## config.mk

```make
export PLATFORM = sky130hd
export DESIGN_NAME = instr_fetch
export DESIGN_NICKNAME = d
export VERILOG_FILES = /design/src/rtl/cpu8_pkg.sv /design/src/rtl/instr_fetch_pc.sv /design/src/rtl/instr_fetch.sv
export SDC_FILE = /design/constraint.sdc
export NUM_CORES = 1
export LEC_CHECK = 0
export CELL_PAD_IN_SITES_DETAIL_PLACEMENT = 0
export CELL_PAD_IN_SITES_GLOBAL_PLACEMENT = 1
export CORE_MARGIN = 3
export CORE_UTILIZATION = 30
export DETAILED_ROUTE_END_ITERATION = 8
export PLACE_DENSITY = 0.79
export RECOVER_POWER = 100
export SYNTH_ARGS = -nofsm -noshare
export SYNTH_HDL_FRONTEND = slang
export SYNTH_HIERARCHICAL = 1
export SYNTH_SLANG_ARGS = --single-unit
```

## constraint.sdc

```tcl
create_clock -name clk -period 2.5 [get_ports clk]
set_clock_uncertainty 0.15 [all_clocks]
set_input_delay 0.375 -clock clk [delete_from_list [all_inputs] [get_ports clk]]
set_output_delay 0.375 -clock clk [all_outputs]
set_load 0.01 [all_outputs]
```

## src/rtl/cpu8_pkg.sv

```systemverilog
// rtl/cpu8_pkg.sv - shared cpu8 fetch-state encoding, defaults and instruction field positions
package cpu8_pkg;

    localparam int         DEFAULT_ADDR_W   = 8;
    localparam logic [7:0] DEFAULT_RESET_PC = 8'h00;
    localparam int         INSTR_W          = 8;

    // Opcode and register fields overlap on bit 5; the control unit decodes per opcode.
    localparam int OPCODE_MSB = 7;
    localparam int OPCODE_LSB = 5;
    localparam int REG_MSB    = 5;
    localparam int REG_LSB    = 0;

    typedef enum logic [1:0] {
        S_IDLE  = 2'd0,
        S_FETCH = 2'd1,
        S_HOLD  = 2'd2,
        S_HALT  = 2'd3
    } fetch_state_t;

    function automatic logic [OPCODE_MSB-OPCODE_LSB:0] instr_opcode(input logic [INSTR_W-1:0] i_instr);
        return i_instr[OPCODE_MSB:OPCODE_LSB];
    endfunction

    function automatic logic [REG_MSB-REG_LSB:0] instr_reg(input logic [INSTR_W-1:0] i_instr);
        return i_instr[REG_MSB:REG_LSB];
    endfunction

endpackage

```

## src/rtl/instr_fetch_pc.sv

```systemverilog
// rtl/instr_fetch_pc.sv - program counter with jump load, increment and natural wrap
module instr_fetch_pc #(
    parameter int                ADDR_W   = 8,
    parameter logic [ADDR_W-1:0] RESET_PC = '0
) (
    input  logic              clk,
    input  logic              rst_n,
    input  logic              i_load,
    input  logic [ADDR_W-1:0] i_load_addr,
    input  logic              i_inc,
    output logic [ADDR_W-1:0] o_pc
);

    logic [ADDR_W-1:0] r_pc;

    // A jump outranks the increment; the add wraps modulo 2^ADDR_W by width.
    always_ff @(posedge clk) begin
        if (!rst_n) begin
            r_pc <= RESET_PC;
        end else if (i_load) begin
            r_pc <= i_load_addr;
        end else if (i_inc) begin
            r_pc <= r_pc + 1'b1;
        end
    end

    assign o_pc = r_pc;

endmodule

```

## src/rtl/instr_fetch.sv

```systemverilog
// rtl/instr_fetch.sv - single-outstanding instruction fetch FSM with instruction register
module instr_fetch
    import cpu8_pkg::*;
#(
    parameter int                ADDR_W   = DEFAULT_ADDR_W,
    parameter logic [ADDR_W-1:0] RESET_PC = ADDR_W'(DEFAULT_RESET_PC)
) (
    input  logic               clk,
    input  logic               rst_n,
    output logic [ADDR_W-1:0]  mem_addr,
    output logic               mem_req,
    input  logic [INSTR_W-1:0] mem_rdata,
    input  logic               mem_ack,
    output logic [INSTR_W-1:0] instr,
    output logic               instr_valid,
    input  logic               instr_ready,
    input  logic               jump_en,
    input  logic [ADDR_W-1:0]  jump_addr,
    input  logic               halt,
    output logic [ADDR_W-1:0]  pc
);

    fetch_state_t       r_state;
    logic [INSTR_W-1:0] r_instr;
    logic               r_instr_valid;
    logic [ADDR_W-1:0]  w_pc;
    logic               w_fetch_live;
    logic               w_pc_inc;

    // A request is live only in FETCH without halt; a jump in that cycle discards any ack.
    assign w_fetch_live = (r_state == S_FETCH) && !halt;
    assign w_pc_inc     = w_fetch_live && !jump_en && mem_ack;

    instr_fetch_pc #(
        .ADDR_W   (ADDR_W),
        .RESET_PC (RESET_PC)
    ) u_pc (
        .clk         (clk),
        .rst_n       (rst_n),
        .i_load      (jump_en),
        .i_load_addr (jump_addr),
        .i_inc       (w_pc_inc),
        .o_pc        (w_pc)
    );

    always_ff @(posedge clk) begin
        if (!rst_n) begin
            r_state       <= S_IDLE;
            r_instr       <= '0;
            r_instr_valid <= 1'b0;
        end else begin
            case (r_state)
                S_IDLE: begin
                    r_state <= S_FETCH;
                end
                S_FETCH: begin
                    if (halt) begin
                        r_state <= S_HALT;
                    end else if (jump_en) begin
                        r_state <= S_FETCH;
                    end else if (mem_ack) begin
                        r_instr       <= mem_rdata;
                        r_instr_valid <= 1'b1;
                        r_state       <= S_HOLD;
                    end
                end
                S_HOLD: begin
                    // A flush still counts a same-cycle handshake as accepted.
                    if (jump_en) begin
                        r_instr_valid <= 1'b0;
                        r_state       <= S_FETCH;
                    end else if (instr_ready) begin
                        r_instr_valid <= 1'b0;
                        r_state       <= halt ? S_HALT : S_FETCH;
                    end
                end
                S_HALT: begin
                    if (!halt) begin
                        r_state <= S_FETCH;
                    end
                end
                default: begin
                    r_state       <= S_IDLE;
                    r_instr_valid <= 1'b0;
                end
            endcase
        end
    end

    assign mem_req     = w_fetch_live;
    assign mem_addr    = w_pc;
    assign pc          = w_pc;
    assign instr       = r_instr;
    assign instr_valid = r_instr_valid;

endmodule

```

# ---- After elaboration in Yosys (flattened, before gate mapping)
# Cells that the tools add are included.
# W data, S select, Z words.
dict set report totals {
  regBits 19
  elab_cells 43
}
dict set report op_classes {
  add_sub_neg 1
  eq_ne 9
  muxes 16
  bitwise 2
  reduce_logical 11
}
# cell n
set op_table {}
lappend op_table {{$mux W8} 2}
lappend op_table {{$mux W2} 7}
lappend op_table {{$add A8 B1 Y8 const B} 1}
lappend op_table {{$ne A2 B2 Y1 const B} 4}
lappend op_table {{$pmux W2 S4} 1}
lappend op_table {{$mux W1} 5}
lappend op_table {{$reduce_and A5 Y1} 1}
lappend op_table {{$eq A2 B2 Y1 const B} 2}
lappend op_table {{$ne A4 B4 Y1 const B} 1}
lappend op_table {{$reduce_and A4 Y1} 1}
lappend op_table {{$reduce_bool A2 Y1} 2}
lappend op_table {{$logic_and A1 B1 Y1} 3}
lappend op_table {{$ne A3 B3 Y1 const B} 1}
lappend op_table {{$reduce_and A3 Y1} 1}
lappend op_table {{$eq A2 B1 Y1 const B} 1}
lappend op_table {{$logic_not A1 Y1} 2}
lappend op_table {{$logic_not A2 Y1} 1}
lappend op_table {{$not A1 Y1} 2}
lappend op_table {{$pmux W1 S2} 1}

# ---- Longest topological paths before layout
# Gate-level depths: netlist of run 1.
dict set report logic_depth {
  ltp_word 6
  ltp_mapped 8
  ltp_nobuf 6
}

# ---- Modules after synthesis
# Netlist of run 1, hierarchy kept.
# module instances cells_per_inst area_per_inst_um2
set by_module_without_submodules {}
lappend by_module_without_submodules {instr_fetch 1 65 634.4}
lappend by_module_without_submodules {instr_fetch_pc 1 55 461.7}

# ---- Worst setup path after synthesis of run 1
# Ideal clock, no wire load.
dict set report synth_path {
  path_kind {reg2reg}
  startpoint {register r_state[0]}
  endpoint {register u_pc.r_pc[5] (netlist: u_pc/o_pc[5])}
  setup_time_ns 0.062
  arrival_ns 1.767
  path_slack_ns 0.521
  path_stages_with_launch 8
  n_path_buf 2
  synth_period_minus_slack_ns 1.979
  path_cell_list {dfxtp_1 -> ha_1 -> and4bb_1 -> buf_6 -> buf_4 -> nand3b_1 -> or4_1 -> nand3_1}
}
dict set report synth_between {
  elab_chain_len 5
}
# element line_no
set synth_lines {}
lappend synth_lines {{from (decl)} instr_fetch.sv:23} ;# fetch_state_t r_state;
lappend synth_lines {{from (signal assigned)} instr_fetch.sv:74} ;# r_state <= halt ? S_HALT : S_FETCH;
lappend synth_lines {{$eq A2 B1 Y1} instr_fetch.sv:31} ;# assign w_fetch_live = (r_state == S_FETCH) && !halt;
lappend synth_lines {{$logic_and A1 B1 Y1} instr_fetch.sv:31}
lappend synth_lines {{$logic_and A1 B1 Y1 (2 in series)} instr_fetch.sv:32} ;# assign w_pc_inc = w_fetch_live && !jump_en && mem_ack;
lappend synth_lines {{net w_pc_inc} instr_fetch.sv:28} ;# logic w_pc_inc;
lappend synth_lines {{$reduce_bool A2 Y1 (no line)} -}
lappend synth_lines {{to (signal assigned)} instr_fetch_pc.sv:21} ;# r_pc <= i_load_addr;
lappend synth_lines {{to (signal assigned)} instr_fetch_pc.sv:23} ;# r_pc <= r_pc + 1'b1;
lappend synth_lines {{to (decl)} instr_fetch_pc.sv:14} ;# logic [ADDR_W-1:0] r_pc;
# The timed path passes the listed nets, and every way through them passes these cells.
# A chain may end at the register's enable or synchronous reset.

# ---- Worst setup path in the final report of run 1
dict set report layout_path {
  startpoint {register r_state[0]}
  endpoint {output mem_req}
}
dict set report layout_between {
  elab_chain_len 2
}
# element line_no
set layout_lines {}
lappend layout_lines {{$eq A2 B1 Y1} instr_fetch.sv:31}
lappend layout_lines {{$logic_and A1 B1 Y1} instr_fetch.sv:31}
lappend layout_lines {{to (decl)} instr_fetch.sv:11} ;# output logic mem_req,
# Every way passes these cells.

==> results of run 1 <==
[worst max-delay path, stage by stage, from the launching register on]
cell and delay [ns]:
dfxtp_1 0.42, ha_1 0.32, and2b_1 0.15, clkdlybuf4s50_1 0.53
[layer usage]
metal,wire length [um],vias up,global-route usage [%]
met1,1200,443,15.9
met4,21,0,4.57
met3,97,2,2.55
met5,0,-,0
met2,1290,14,19.6
li1,-,512,-
[placed cells by master (no fill, tap or decap), types with 2 or more instances in the layout]
master,instances
a21oi_1,2
and2_0,2
and2_1,3
buf_4,2
clkbuf_1,2
clkbuf_4,3
clkdlybuf4s50_1,22
dfxtp_1,19
dlygate4sd3_1,25
ha_1,5
inv_1,3
mux2i_1,11
nand2_1,8
nand2b_1,2
nand3_1,4
nand3b_1,2
nand4_1,3
nor2_1,10
nor3b_1,2
o211ai_1,2
o21ai_0,8
or4_1,2
xnor2_1,2
xor2_1,2
[Yosys cell counts, drive strengths merged (3+ instances only)]
master / number
o21ai: 8
nand3: 5
mux2i: 11
nand2: 8
buf: 10
ha: 5
nand4: 3
nor2: 10
nand2b: 3
dfxtp: 19
and2: 5
inv: 4
[area by class of cell]
| class | count | area [um^2] |
|---|---|---|
| clock buffer | 3 | 22.5 |
| clock inverter | 1 | 5.00 |
| fill | 346 | 1830 |
| inverter | 4 | 15.0 |
| multi-input combinational | 86 | 612 |
| sequential | 19 | 380 |
| tap | 46 | 57.6 |
| timing repair buffer | 51 | 493 |
[per-stage QoR]
step	power [mW]	cells	area, um^2	hold slack, ns
floorplan	0.487	120	1100	0.318
global placement	0.593	206	1570	0.303
detailed placement	0.600	206	1570	0.332
CTS	0.763	210	1600	0.360
global route	0.783	210	1590	0.383
finish	0.736	210	1590	0.345
[cells by family (layout without fill, tap and decap cells)]
logic type               count (synthesis)  count (layout)  share of synthesized area, %
AND/OR/NAND/NOR                         45              45                          24.0
AO/OA/AOI/OAI                           21              21                          13.5
multiplexers                            11              11                          10.0
XOR/XNOR                                 4               4                          3.20
adder cells (fa/ha/maj)                  5               5                          5.71
flip-flops                              19              19                          34.7
buffers and inverters                   15              59                          8.90
[report_power, final]
part | internal, mW | switching [mW] | leakage, nW | total (mW)
combinational | 0.125 | 0.100 | 0.478 | 0.225
clock | 0.0595 | 0.0975 | 0.0177 | 0.157
sequential | 0.328 | 0.0259 | 0.156 | 0.353
[worst paths after layout]
| kind | from | slack [ns] | depth (start not counted) | end |
|---|---|---|---|---|
| min reg2reg | instr[7] | 0.35 | 2 | instr[7] |
| max | r_state[0] | 0.26 | 3 | mem_req |
| max reg2reg | r_state[0] | 0.44 | 6 | u_pc/o_pc[1] |
| min | instr[7] | 0.35 | 2 | instr[7] |
==> results_dict.tcl, run 1 <==
set metrics [dict create \
    status "complete, no violations" \
    max_freq_ghz 0.446 \
    syn2layout_area_growth_pct 44.6 \
    cp.required_ns 1.98 \
    fin_nets 192 \
    worstMarginPinSlew_ns 0.676 \
    postCtsSetupRepairBufs 0 \
    rsz0062_at_grt "false" \
    num_io_pins 48 \
    coreArea_mm2 0.00342 \
    ant_nets 0 \
    ys_warn_count 6 \
    post_drt_wl_per_cell_um 12.4 \
    synth_top_area_cell "dfxtp_1" \
    cts_buffers 3 \
    fin_crit_sh_pct 89.7 \
    setup_violations 0 \
    slew_headroom_pct 54.9 \
    drv_cap 0 \
    drt_iter0_markers 25 \
    synth.distinct_cells 39 \
    grt_pass1_wl_um 4170 \
    initial_core_util_pct 32.1 \
    syn-num-nets 147 \
    layout-drive-gt1-share_pct 5.49 \
    grt_max_degree 20 \
    hp-class "reg2reg" \
    maxSlewViolCount 0 \
    layout_setup_ws_ns 0.258 \
    endpoint_kind "output pin" \
    synth_top_area_share_pct 34.7 \
    async_flop_share_pct 0 \
    irDropWorstVdd_v 0.000263 \
    postLayoutCoreUtil_pct 46.4 \
    path_clk_slew_ns 0.11 \
    ys_seq_area_share_pct 34.7 \
    die_x_um 66.4 \
    critPathMaxFanout 8 \
    ys.flop_type "dfxtp_1" \
    routed_wl_um 2600 \
    syn-mean-instance-area_um2 9.13 \
    cts_tree "yes" \
    holdBufCountCts 0 \
    place_ws_ns 0.292 \
    cts_resized 0 \
    synthesis.area_mm2 0.00110 \
    grt_pass1_vias 936 \
    tns_ns 0 \
    ys_ff_latch 19 \
    antenna_found_initial 0 \
    clock-sinks 19 \
    synth.area.top_cells "dfxtp_1 (35%), mux2i_1 (10%), buf_4 (6.2%)" \
    worst-endpoint-arrival_ns 1.72 \
    hold_violations 0 \
    grt_overflow 0 \
    grtUsageTotal_pct 12.2 \
    vias_per_cell 4.62 \
    rows 21 \
    powerDensity_mw_per_mm2 464 \
    fin_crit_ns 2.24 \
    clock_latency_ns 0.29 \
    crit_type "reg2out" \
    place.gp.congestion 0.752 \
    dp_hpwl_um 2070 \
    dr.pass1.iters 4 \
    critPathLaunchType "flop" \
    n_antenna_cell 0 \
    clock_path_buffers 2 \
    power_leakage_nw 0.651 \
    htreeDepth 1 \
    synth-edff-count 0 \
    num_vias 971 \
    syn_inst 120 \
    port_buffers 47 \
    dieArea_mm2 0.00441 \
    die_h_um 66.4 \
    drc 0 \
    clock_tree.root_cell "clkbuf_4" \
]
(Power assumes the default switching activity.)
==> inputs of run 2 (changes only) <==
Settings changed: GPL_TIMING_DRIVEN from default to 0.
==> results_dict.tcl, run 2 (synthesized netlist as in run 1, its figures left out) <==
set metrics [dict create \
    grt_pass1_wl_um 4200 \
    drv_cap 0 \
    holdBufCountCts 0 \
    dieArea_mm2 0.00441 \
    clock_tree.root_cell "clkbuf_4" \
    layout_commonest_cell "dlygate4sd3_1" \
    die_x_um 66.4 \
    num_io_pins 48 \
    initial_core_util_pct 32.1 \
    endpoint_kind "flop" \
    grt_max_degree 16 \
    dr.pass1.iters 4 \
    port_buffers 47 \
    grtUsageTotal_pct 12.1 \
    clock-sinks 19 \
    max_freq_ghz 0.429 \
    critPathMaxFanout 11 \
    rsz0062_at_grt "false" \
    ant_nets 0 \
    num_vias 1009 \
    maxSlewViolCount 0 \
    status "complete, no violations" \
    grt_pass1_vias 892 \
    fin_crit_ns 2.33 \
    path_clk_slew_ns 0.11 \
    power_leakage_nw 0.691 \
    drc 0 \
    grt_overflow 0 \
    post_drt_wl_per_cell_um 12.1 \
    syn2layout_area_growth_pct 50.1 \
    layout_setup_ws_ns 0.167 \
    whs_ns 0.323 \
    final_cell_mix "dlygate4sd3_1 (25), clkdlybuf4s50_1 (22), dfxtp_1 (19), mux2i_1 (11), nor2_1 (10)" \
    placedCellCount 213 \
    n_fill_cell 350 \
    rows 21 \
    total_power_uw 747 \
    coreArea_mm2 0.00342 \
    cp.required_ns 2.60 \
    crit_type "in2reg" \
    cts_buffers 3 \
    irDropWorstVdd_v 0.000380 \
    die_h_um 66.4 \
    clock_latency_ns 0.30 \
    setup_violations 0 \
    cts_resized 0 \
    dp_hpwl_um 2000 \
    hold_violations 0 \
    cts_tree "yes" \
    place_ws_ns -0.0950 \
    powerDensity_mw_per_mm2 454 \
    slew_headroom_pct 66.5 \
    critPathLaunchType "input port" \
    hp-class "reg2reg" \
    fin_crit_sh_pct 93.3 \
    postLayoutCoreUtil_pct 48.2 \
    place.gp.congestion 0.701 \
    drt_iter0_markers 35 \
    vias_per_cell 4.65 \
    antenna_found_initial 0 \
    n_antenna_cell 0 \
    routed_wl_um 2620 \
    stdcell_count 217 \
    layout-drive-gt1-share_pct 9.94 \
    worst-endpoint-arrival_ns 2.43 \
    worstMarginPinSlew_ns 0.501 \
    htreeDepth 1 \
    clock_path_buffers 2 \
    postCtsSetupRepairBufs 0 \
    fin_nets 199 \
]
==> run 2: metrics by stage <==
step	instance area, um^2	TNS, ns
floorplan	1100	0
global placement	1620	-0.0627
detailed placement	1620	-0.224
CTS	1650	0
global route	1650	0
finish	1650	0
==> run 2: where the power goes <==
part | total, mW | internal [mW] | switching (mW)
registers | 0.354 | 0.328 | 0.0265
logic | 0.234 | 0.134 | 0.0998
clock network | 0.159 | 0.0596 | 0.0989
total | 0.747 | 0.521 | 0.225
==> run 2: per-layer routing <==
| metal | routed length, um | up-vias | track usage (%) |
|---|---|---|---|
| li1 | - | 525 | - |
| met1 | 1210 | 462 | 15.7 |
| met2 | 1280 | 18 | 19.5 |
| met3 | 111 | 4 | 3.91 |
| met4 | 18 | 0 | 2.28 |
| met5 | 0 | - | 0 |
==> run 2: final timing paths <==
| kind | start | endpoint | slack (ns) | depth (start not counted) |
|---|---|---|---|---|
| worst max-delay path | jump_en | u_pc/o_pc[7] | 0.17 | 7 |
| worst min-delay path | instr_valid | instr_valid | 0.32 | 2 |
| worst max register to register | r_state[0] | u_pc/o_pc[7] | 0.27 | 7 |
| worst min register to register | instr_valid | instr_valid | 0.32 | 2 |
==> run 2: area by class of cell <==
class	count	area, um^2	share of cell area, %
multi-input cells	86	612	37.2
repair buffers	47	470	28.6
flip-flops and latches	19	380	23.1
plain buffers	11	82.6	5.02
well taps	46	57.6	3.50
clock buffers	3	22.5	1.37
inverters	4	15.0	0.913
clock inverters	1	5.00	0.304
==> run 2: critical path, stage by stage <==
cell and delay (ns):
dlygate4sd3_1 0.68, and4bb_1 0.35, buf_6 0.16, buf_4 0.19
nand3b_1 0.10, or4_1 0.49, nand3_1 0.09
==> inputs of run 3 (changes only) <==
Settings changed: ABC_AREA from default to 1, CORE_ASPECT_RATIO from default to 1.4, CORE_UTILIZATION 30 to 29, PLACE_DENSITY 0.79 to 0.8.
Clock period 2.5 ns to 2.3 ns, I/O delays scaled along.
==> results_dict.tcl, run 3 <==
set metrics [dict create \
    status "complete, no violations" \
    drc 0 \
    port_buffers 47 \
    rsz0062_at_grt "false" \
    ys.flop_type "dfxtp_1" \
    endpoint_kind "output pin" \
    r2r-start "r_state[1]" \
    tns_ns 0 \
    synth.area.top_cells "dfxtp_1 (33%), nand2_1 (11%), nor2_1 (10%)" \
    clock_tree.root_cell "clkbuf_8" \
    p_switching_uw 268 \
    vias_per_cell 4.40 \
    slew_headroom_pct 68.5 \
    ys_ff_latch 19 \
    internal-power_uw 610 \
    dp_hpwl_um 2130 \
    max_freq_ghz 0.466 \
    async_flop_share_pct 0 \
    crit_type "reg2out" \
    grt_pass1_wl_um 4570 \
    place_ws_ns 0.211 \
    clock_latency_ns 0.25 \
    critPathLaunchType "flop" \
    synth-xor-area-share_pct 0.762 \
    syn_inst 167 \
    synth.distinct_cells 25 \
    antenna_found_initial 0 \
    postLayoutCoreUtil_pct 45.7 \
    synth-edff-count 0 \
    min_to "instr[7]" \
    clock_path_buffers 2 \
    power_leakage_nw 0.799 \
    rrSetupSlack_ns 0.42 \
    routed_wl_um 2740 \
    synth.area.mux_share_pct 0 \
    syn2layout_area_growth_pct 48.6 \
    synth_top_area_cell "dfxtp_1" \
    worst-endpoint-arrival_ns 1.65 \
    holdBufCountCts 0 \
    total_power_uw 878 \
    final_cell_mix "nand2_1 (35), nor2_1 (34), dlygate4sd3_1 (27), clkdlybuf4s50_1 (20), dfxtp_1 (19)" \
    synthAdderAreaFrac_pct 5.44 \
    yosys.area_share.simple_pct 34.1 \
    post_drt_wl_per_cell_um 10.5 \
    drt_iter0_markers 33 \
    whs_ns 0.335 \
    dr.pass1.iters 5 \
    num_vias 1145 \
    cts_tree "yes" \
    p_sw_share_pct 30.5 \
    hp-class "reg2reg" \
    ys_seq_area_share_pct 33.1 \
    layout_setup_ws_ns 0.153 \
    die_h_um 80.5 \
    powerDensity_mw_per_mm2 513 \
    synth_compound_area_share_pct 13.2 \
    grt_pass1_vias 1041 \
    dieArea_mm2 0.00477 \
    place.gp.congestion 0.840 \
    synthesis.area_mm2 0.00115 \
    reg2regPathDepth 7 \
    r2r_end "u_pc/o_pc[7]" \
    yosysMostFrequentCell "nand2_1" \
    comb_power_share_pct 29.8 \
    p_seq_share_pct 43.3 \
    initial_core_util_pct 30.7 \
    cp.required_ns 1.80 \
    crit_start "r_state[1]" \
    syn-mean-instance-area_um2 6.89 \
    drv_cap 0 \
    min_delay_path_depth 2 \
    die_x_um 59.2 \
    n_fill_cell 403 \
    power.share.clock_pct 26.9 \
    hold_violations 0 \
    grt_max_degree 13 \
    path_clk_slew_ns 0.08 \
    num_io_pins 48 \
    fin_crit_sh_pct 93.3 \
    synth_top_area_share_pct 33.1 \
    ys_top_cells_by_count "nand2_1 (34), nor2_1 (32), dfxtp_1 (19)" \
    htreeDepth 1 \
    setup_violations 0 \
    grtUsageTotal_pct 12.3 \
    hold_start "instr[7]" \
    layout-drive-gt1-share_pct 11.9 \
    critPathMaxFanout 5 \
    fin_nets 246 \
    ant_nets 0 \
    fin_crit_ns 2.15 \
    cts_buffers 3 \
    grt_overflow 0 \
    irDropWorstVdd_v 0.000413 \
    clock-sinks 19 \
    syn-num-nets 194 \
    rows 26 \
    layout_commonest_cell "nand2_1" \
    maxSlewViolCount 0 \
    ys_warn_count 6 \
    coreArea_mm2 0.00374 \
    n_antenna_cell 0 \
    synth_top_family_by_area "simple AND/OR/NAND/NOR gates" \
    worstMarginPinSlew_ns 0.471 \
]
-- run 3: changes by cell type after synthesis, sizes merged, moves of 5 or more --
cell / change
nand2: +29
nor2: +26
inv: +15
mux2i: -11
nand3: +6
and2: -5
o21ai: +5
-- run 3: worst max-delay path: stages (launching register included) --
cell             delay [ns]
dfxtp_1                0.35
inv_1                  0.09
ha_2                   0.26
inv_2                  0.07
nor2_1                 0.10
clkdlybuf4s50_1        0.54
-- run 3: metal layers --
metal / global-route usage (%) / routed length [um]
met5: 0 / 0
met4: 3.40 / 19
met3: 2.57 / 171
met2: 21.2 / 1350
met1: 14.9 / 1200
-- run 3: power by group through the flow --
| stage | Sequential (mW) | Combinational [mW] | Clock [mW] |
|---|---|---|---|
| finish | 0.380 | 0.261 | 0.236 |
| global route | 0.386 | 0.296 | 0.268 |
| CTS | 0.382 | 0.278 | 0.247 |
| detailed placement | 0.390 | 0.275 | 0 |
| global placement | 0.389 | 0.275 | 0 |
| floorplan | 0.394 | 0.144 | 0 |
-- run 3: worst max path at each step --
stage                         endpoint  slack, ns  cells past startpoint
after floorplan           u_pc/o_pc[4]       0.75                      9
after global placement    u_pc/o_pc[4]       0.20                      9
after detailed placement  u_pc/o_pc[4]       0.21                      9
after CTS                      mem_req       0.08                      5
after global routing           mem_req       0.03                      5
final                          mem_req       0.15                      5
-- run 3: kinds of logic after synthesis --
group,count (synthesis)
DFF,19
xor gates and xnor gates,1
and+or+nand+nor,86
adders and majority gates,5
AOI/OAI and AO/OA,26
buffers and inverters,30
-- run 3: layout make-up --
class	instances	area [um^2]	area share, %
sequential	19	380	22.3
multi-input combinational	118	604	35.4
clock inverter	1	5.00	0.293
timing repair buffer	47	470	27.5
tap	42	52.6	3.07
clock buffer	3	41.3	2.42
inverter	20	80.1	4.69
buffer	10	75.1	4.39
-- run 3: per-stage QoR --
stage / instances / cell area (um^2)
2_1_floorplan: 167 / 1150
3_3_place_gp: 256 / 1670
3_5_place_dp: 256 / 1670
4_1_cts: 260 / 1720
5_1_grt: 260 / 1710
6_report: 260 / 1710
-- run 3: what timing repair did --
item	4_1_cts	5_1_grt
setup buffers	0	0
gates resized for setup	0	1
setup endpoints to repair	0	1
==> edit 1: new RTL, config.mk and constraints of run 1 <==
The 4 states of `fetch_state_t` get a Gray code encoding in 2 bits.
--- a/src/rtl/cpu8_pkg.sv
+++ b/src/rtl/cpu8_pkg.sv
@@ -13,8 +13,8 @@
 
     typedef enum logic [1:0] {
-        S_IDLE  = 2'd0,
-        S_FETCH = 2'd1,
-        S_HOLD  = 2'd2,
-        S_HALT  = 2'd3
+        S_IDLE  = 2'b00,
+        S_FETCH = 2'b01,
+        S_HOLD  = 2'b11,
+        S_HALT  = 2'b10
     } fetch_state_t;
 
Formal check against the unedited RTL: no difference found for any inputs over 10 cycles, from zero or initial values and one cycle with rst_n low; not proved beyond that.
==> edit 1 against run 1 <==
Register-to-register slack improved by 0.12 ns; setup slack got worse by 0.057 ns; routed wire length fell by 5.4%; final area fell by 5.8%; largest cell class unchanged; sequential cell count did not move; via count rose by 1.3%; power fell by 17%; synthesized area fell by 6.4%.
==> edit 1: results (changes against run 1) <==
[outcome]
status=finished, final reports clean

[clock_network]
ctsResizeCount=0  ; unchanged
path_clk_slew_ns=0.10
htreeDepth=1  ; unchanged

[synthesis]
synth.net_count=142  ; -3.4%
synth_top_area_cell=dfxtp_1
synth_compound_area_share_pct=13.66  ; +0.19 points
post_synth.cell_area_avg_um2=8.622  ; -5.6%
synthXorXnorAreaFrac_pct=3.415  ; +0.22 points
synth_area_leaders=dfxtp_1 37%, mux2i_1 8.8%, nand2_1 8.0%
synthMuxAreaShare_pct=8.780  ; -1.3 points
synth_commonest_cells=22 x nand2_1, 19 x dfxtp_1, 10 x o21ai_0
synthAdderAreaFrac_pct=1.220  ; -4.5 points
yosysSeqAreaShare_pct=37.07  ; +2.4 points
yosys.cell_types.count=34  ; -13%

[timing]
slew_headroom_pct=71.10  ; +16 points
holdWs_ns=0.3132  ; -0.03201 ns

[worst_setup_path]
critPathMaxFanout=6  ; -2
critPathArrivalTime_ns=1.77  ; +0.05 ns
r2r-end=u_pc/o_pc[5]
reg2regPathDepth=5  ; -1
r2r_start=r_state[1]
critPathLaunch=halt
slowest_stage=dlygate4sd3_1
reg2reg_slack_ns=0.56  ; +0.12 ns
cpPeakStageDelay_ns=0.62  ; +0.09 ns

[cells_and_area]
multi_input_area_share_pct=35.34  ; -3.3 points
multi_input_gates=84  ; -2.3%
n_antenna_cell=0  ; unchanged
n_all_buffers=50  ; -2.0%
nNetsFinal=184  ; -4.2%
fillers=326  ; -5.8%
buf_share_pct=33.00  ; +1.9 points
clock_buffers=4  ; +1
layoutNonFillerInstCount=204  ; -2.9%
drive_gt1_share_pct=5.000  ; -0.49 points
clock_cell_area_share_pct=1.759  ; +0.022 points
inv_count=3  ; -1

[place]
gp_congestion=0.7613  ; +1.3%
dp_slack_ns=0.1539  ; -0.1382 ns
dp_hpwl_mm=1.902  ; -7.9%

[grt]
grt_use_met2_pct=23.20  ; +3.6 points
grt_pass1_wl_mm=4.243  ; +1.8%
antenna_found_initial=0  ; unchanged
grt_use_met3_pct=6.239  ; +3.7 points
grt_usage_pct=12.52  ; +0.33 points
first_global_vias=944  ; +0.85%
grtUsageMet1_pct=13.57  ; -2.3 points

[drt]
wl_per_cell_um=12.07  ; -2.6%
wl_met1_mm=1.007  ; -16%
top_layer=met4
wl_met3_um=253  ; +160%
viasPerCell=4.824  ; +4.3%
drtPass1Iterations=5  ; +1
drt_iter0_drc=54  ; +120%
met2RoutedLength_mm=1.194  ; -7.1%

[power]
ir_worst_vdd_uv=296.6  ; +13%
p_leak_nw=0.6030  ; -7.4%

[min_path]
worstHoldEndpoint=instr[6]
hp-start=instr[6]

## edit 1: changes by cell type in the layout (fill, tap and decap cells not counted), sizes merged, moves of 2 or more
cell,run 1,this run
nor2,10,1
ha,5,1
o21a,1,3
a21oi,2,4
mux2i,11,9
clkdlybuf4s50,22,19
o21ai,8,10
nand2,8,22
dlygate4sd3,25,28
## edit 1: metrics by stage
stage | power, mW | instance area [µm²]
floorplan | 0.4017 | 1026
global placement | 0.4751 | 1474
detailed placement | 0.4784 | 1474
CTS | 0.6334 | 1500
global route | 0.6478 | 1494
finish | 0.6133 | 1494
## edit 1: power by group
part	leakage, nW	switching (mW)	internal (mW)	total, mW
Clock	0.0150	0.0913	0.0620	0.153
Combinational	0.432	0.0502	0.0759	0.126
Sequential	0.156	0.0176	0.316	0.334
Total	0.603	0.159	0.454	0.613
## edit 1: worst min-delay path, stage by stage, from the launching register on
cell	delay, ns
dfxtp_1	0.32
nand2_1	0.05
mux2i_1	0.05
==> edit 2: new RTL, flow settings as in run 1 <==
Without the edit above. Reset style: asynchronous (`rst_n`), changed in 2 clocked blocks.
--- a/src/rtl/instr_fetch_pc.sv
+++ b/src/rtl/instr_fetch_pc.sv
@@ -15,5 +15,5 @@
 
     // A jump outranks the increment; the add wraps modulo 2^ADDR_W by width.
-    always_ff @(posedge clk) begin
+    always_ff @(posedge clk or negedge rst_n) begin
         if (!rst_n) begin
             r_pc <= RESET_PC;
--- a/src/rtl/instr_fetch.sv
+++ b/src/rtl/instr_fetch.sv
@@ -44,5 +44,5 @@
     );
 
-    always_ff @(posedge clk) begin
+    always_ff @(posedge clk or negedge rst_n) begin
         if (!rst_n) begin
             r_state       <= S_IDLE;
Behaviour: differs if rst_n is asserted again (counterexample within 4 cycles, from zero or initial values and one cycle with rst_n low); with rst_n held inactive, the same outputs for 10 cycles.
==> edit 2 against run 1 <==
Routed wire length shrank 1.8%; setup slack got worse by 0.080 ns; register-to-register slack worse by 0.14 ns; synthesized area grew 3.1%; final area is 0.32% higher; sequential cell count stayed put.
Power is not compared: it rests on default switching activity, and its combinational part moved more than twofold at a synthesized area within 25%.
==> edit 2: results (changes against run 1) <==
[grt]
grt_max_degree=26  ; +30%
grt_use_met3_pct=2.496  ; -0.055 points
grt_use_met2_pct=20.25  ; +0.67 points
grtUsageMet1_pct=16.77  ; +0.89 points
grt_usage_pct=12.67  ; +0.48 points
grt_pass1_wl_mm=4.395  ; +5.5%
first_global_vias=960  ; +2.6%

[place]
gp_congestion=0.8672  ; +15%
placed_area_um2=1598  ; +1.7%
dpl.cell_count=188  ; -8.7%

[clock_network]
path_clk_slew_ns=0.07  ; -0.04 ns
cts-root-buf=clkbuf_8
clock_latency_ns=0.25  ; -0.04 ns

[cells_and_area]
multi_input_area_share_pct=32.42  ; -6.2 points
seqCellArea_um2=475.5  ; +25%
inv_count=3  ; -1
n_antenna_cell=0  ; unchanged
fillers=356  ; +2.9%
multi_input_gates=70  ; -19%
n_all_buffers=50  ; -2.0%
nNetsFinal=175  ; -8.9%
buf_share_pct=30.45  ; -0.65 points
clock_cell_area_share_pct=2.911  ; +1.2 points
drive_gt1_share_pct=4.795  ; -0.69 points

[drt]
totalWireLength_mm=2.557  ; -1.8%
wl_met1_mm=1.170  ; -2.3%
top_layer=met4
wl_per_cell_um=13.32  ; +7.4%
met2RoutedLength_mm=1.161  ; -9.6%
viasPerCell=4.771  ; +3.2%
drtPass1Iterations=4  ; unchanged
wl_met3_um=216  ; +120%
drt_iter0_drc=42  ; +68%

[worst_setup_path]
reg2reg_slack_ns=0.30  ; -0.14 ns
critPathArrivalTime_ns=1.80  ; +0.08 ns
critPathMaxFanout=7  ; -1
r2r-end=u_pc/o_pc[7]
critPathKind=flop to output pin
r2r_start=r_state[1]
cpPeakStageDelay_ns=0.55  ; +0.02 ns

[synthesis]
ys_seq_elements=19  ; unchanged
synth_area_leaders=dfrtp_1 42%, mux2_4 12%, buf_4 6.6%
async_flop_share_pct=100.0  ; +100 points
yosysSeqAreaShare_pct=42.08  ; +7.4 points
netlist_instances=104  ; -13%
yosys.cell_types.count=30  ; -23%
synth.net_count=132  ; -10%
yosysWarnings=6  ; unchanged
synth_commonest_cells=19 x dfrtp_1, 11 x nand2_1, 10 x buf_4

[timing]
tightest_slew_ns=1.014  ; +0.3378 ns
holdWs_ns=0.3494  ; +0.004199 ns

[min_path]
min_delay_path_depth=1  ; -1
worstHoldEndpoint=instr[1]
hp-start=instr[1]

[outcome]
status=finished, final reports clean

## edit 2: cell types whose count changed in the layout (fill, tap and decap cells not counted), moves of 4 or more
cell     before  now
mux2i_1      11    2
dfrtp_1       0   19
nor2_1       10    2
nor2b_1       0    4
mux2_1        0    8
dfxtp_1      19    0
## edit 2: through the flow
stage | total power [mW] | worst slack, ns
2_1_floorplan | 0.8534 | 0.3716
5_1_grt | 1.351 | 0.06996
3_5_place_dp | 1.154 | 0.1956
6_report | 1.248 | 0.1781
3_3_place_gp | 1.141 | 0.2397
4_1_cts | 1.371 | 0.1757
## edit 2: logic make-up (layout without fill, tap and decap cells)
| family | Yosys count | in the layout | synth area share (%) |
|---|---|---|---|
| simple gates | 35 | 35 | 18.38 |
| flops | 19 | 19 | 42.08 |
| buf+inv | 15 | 57 | 8.306 |
| compound gates | 14 | 14 | 7.753 |
| mux | 11 | 11 | 13.73 |
| fa+ha+maj | 6 | 6 | 6.644 |
| xor+xnor | 4 | 4 | 3.101 |
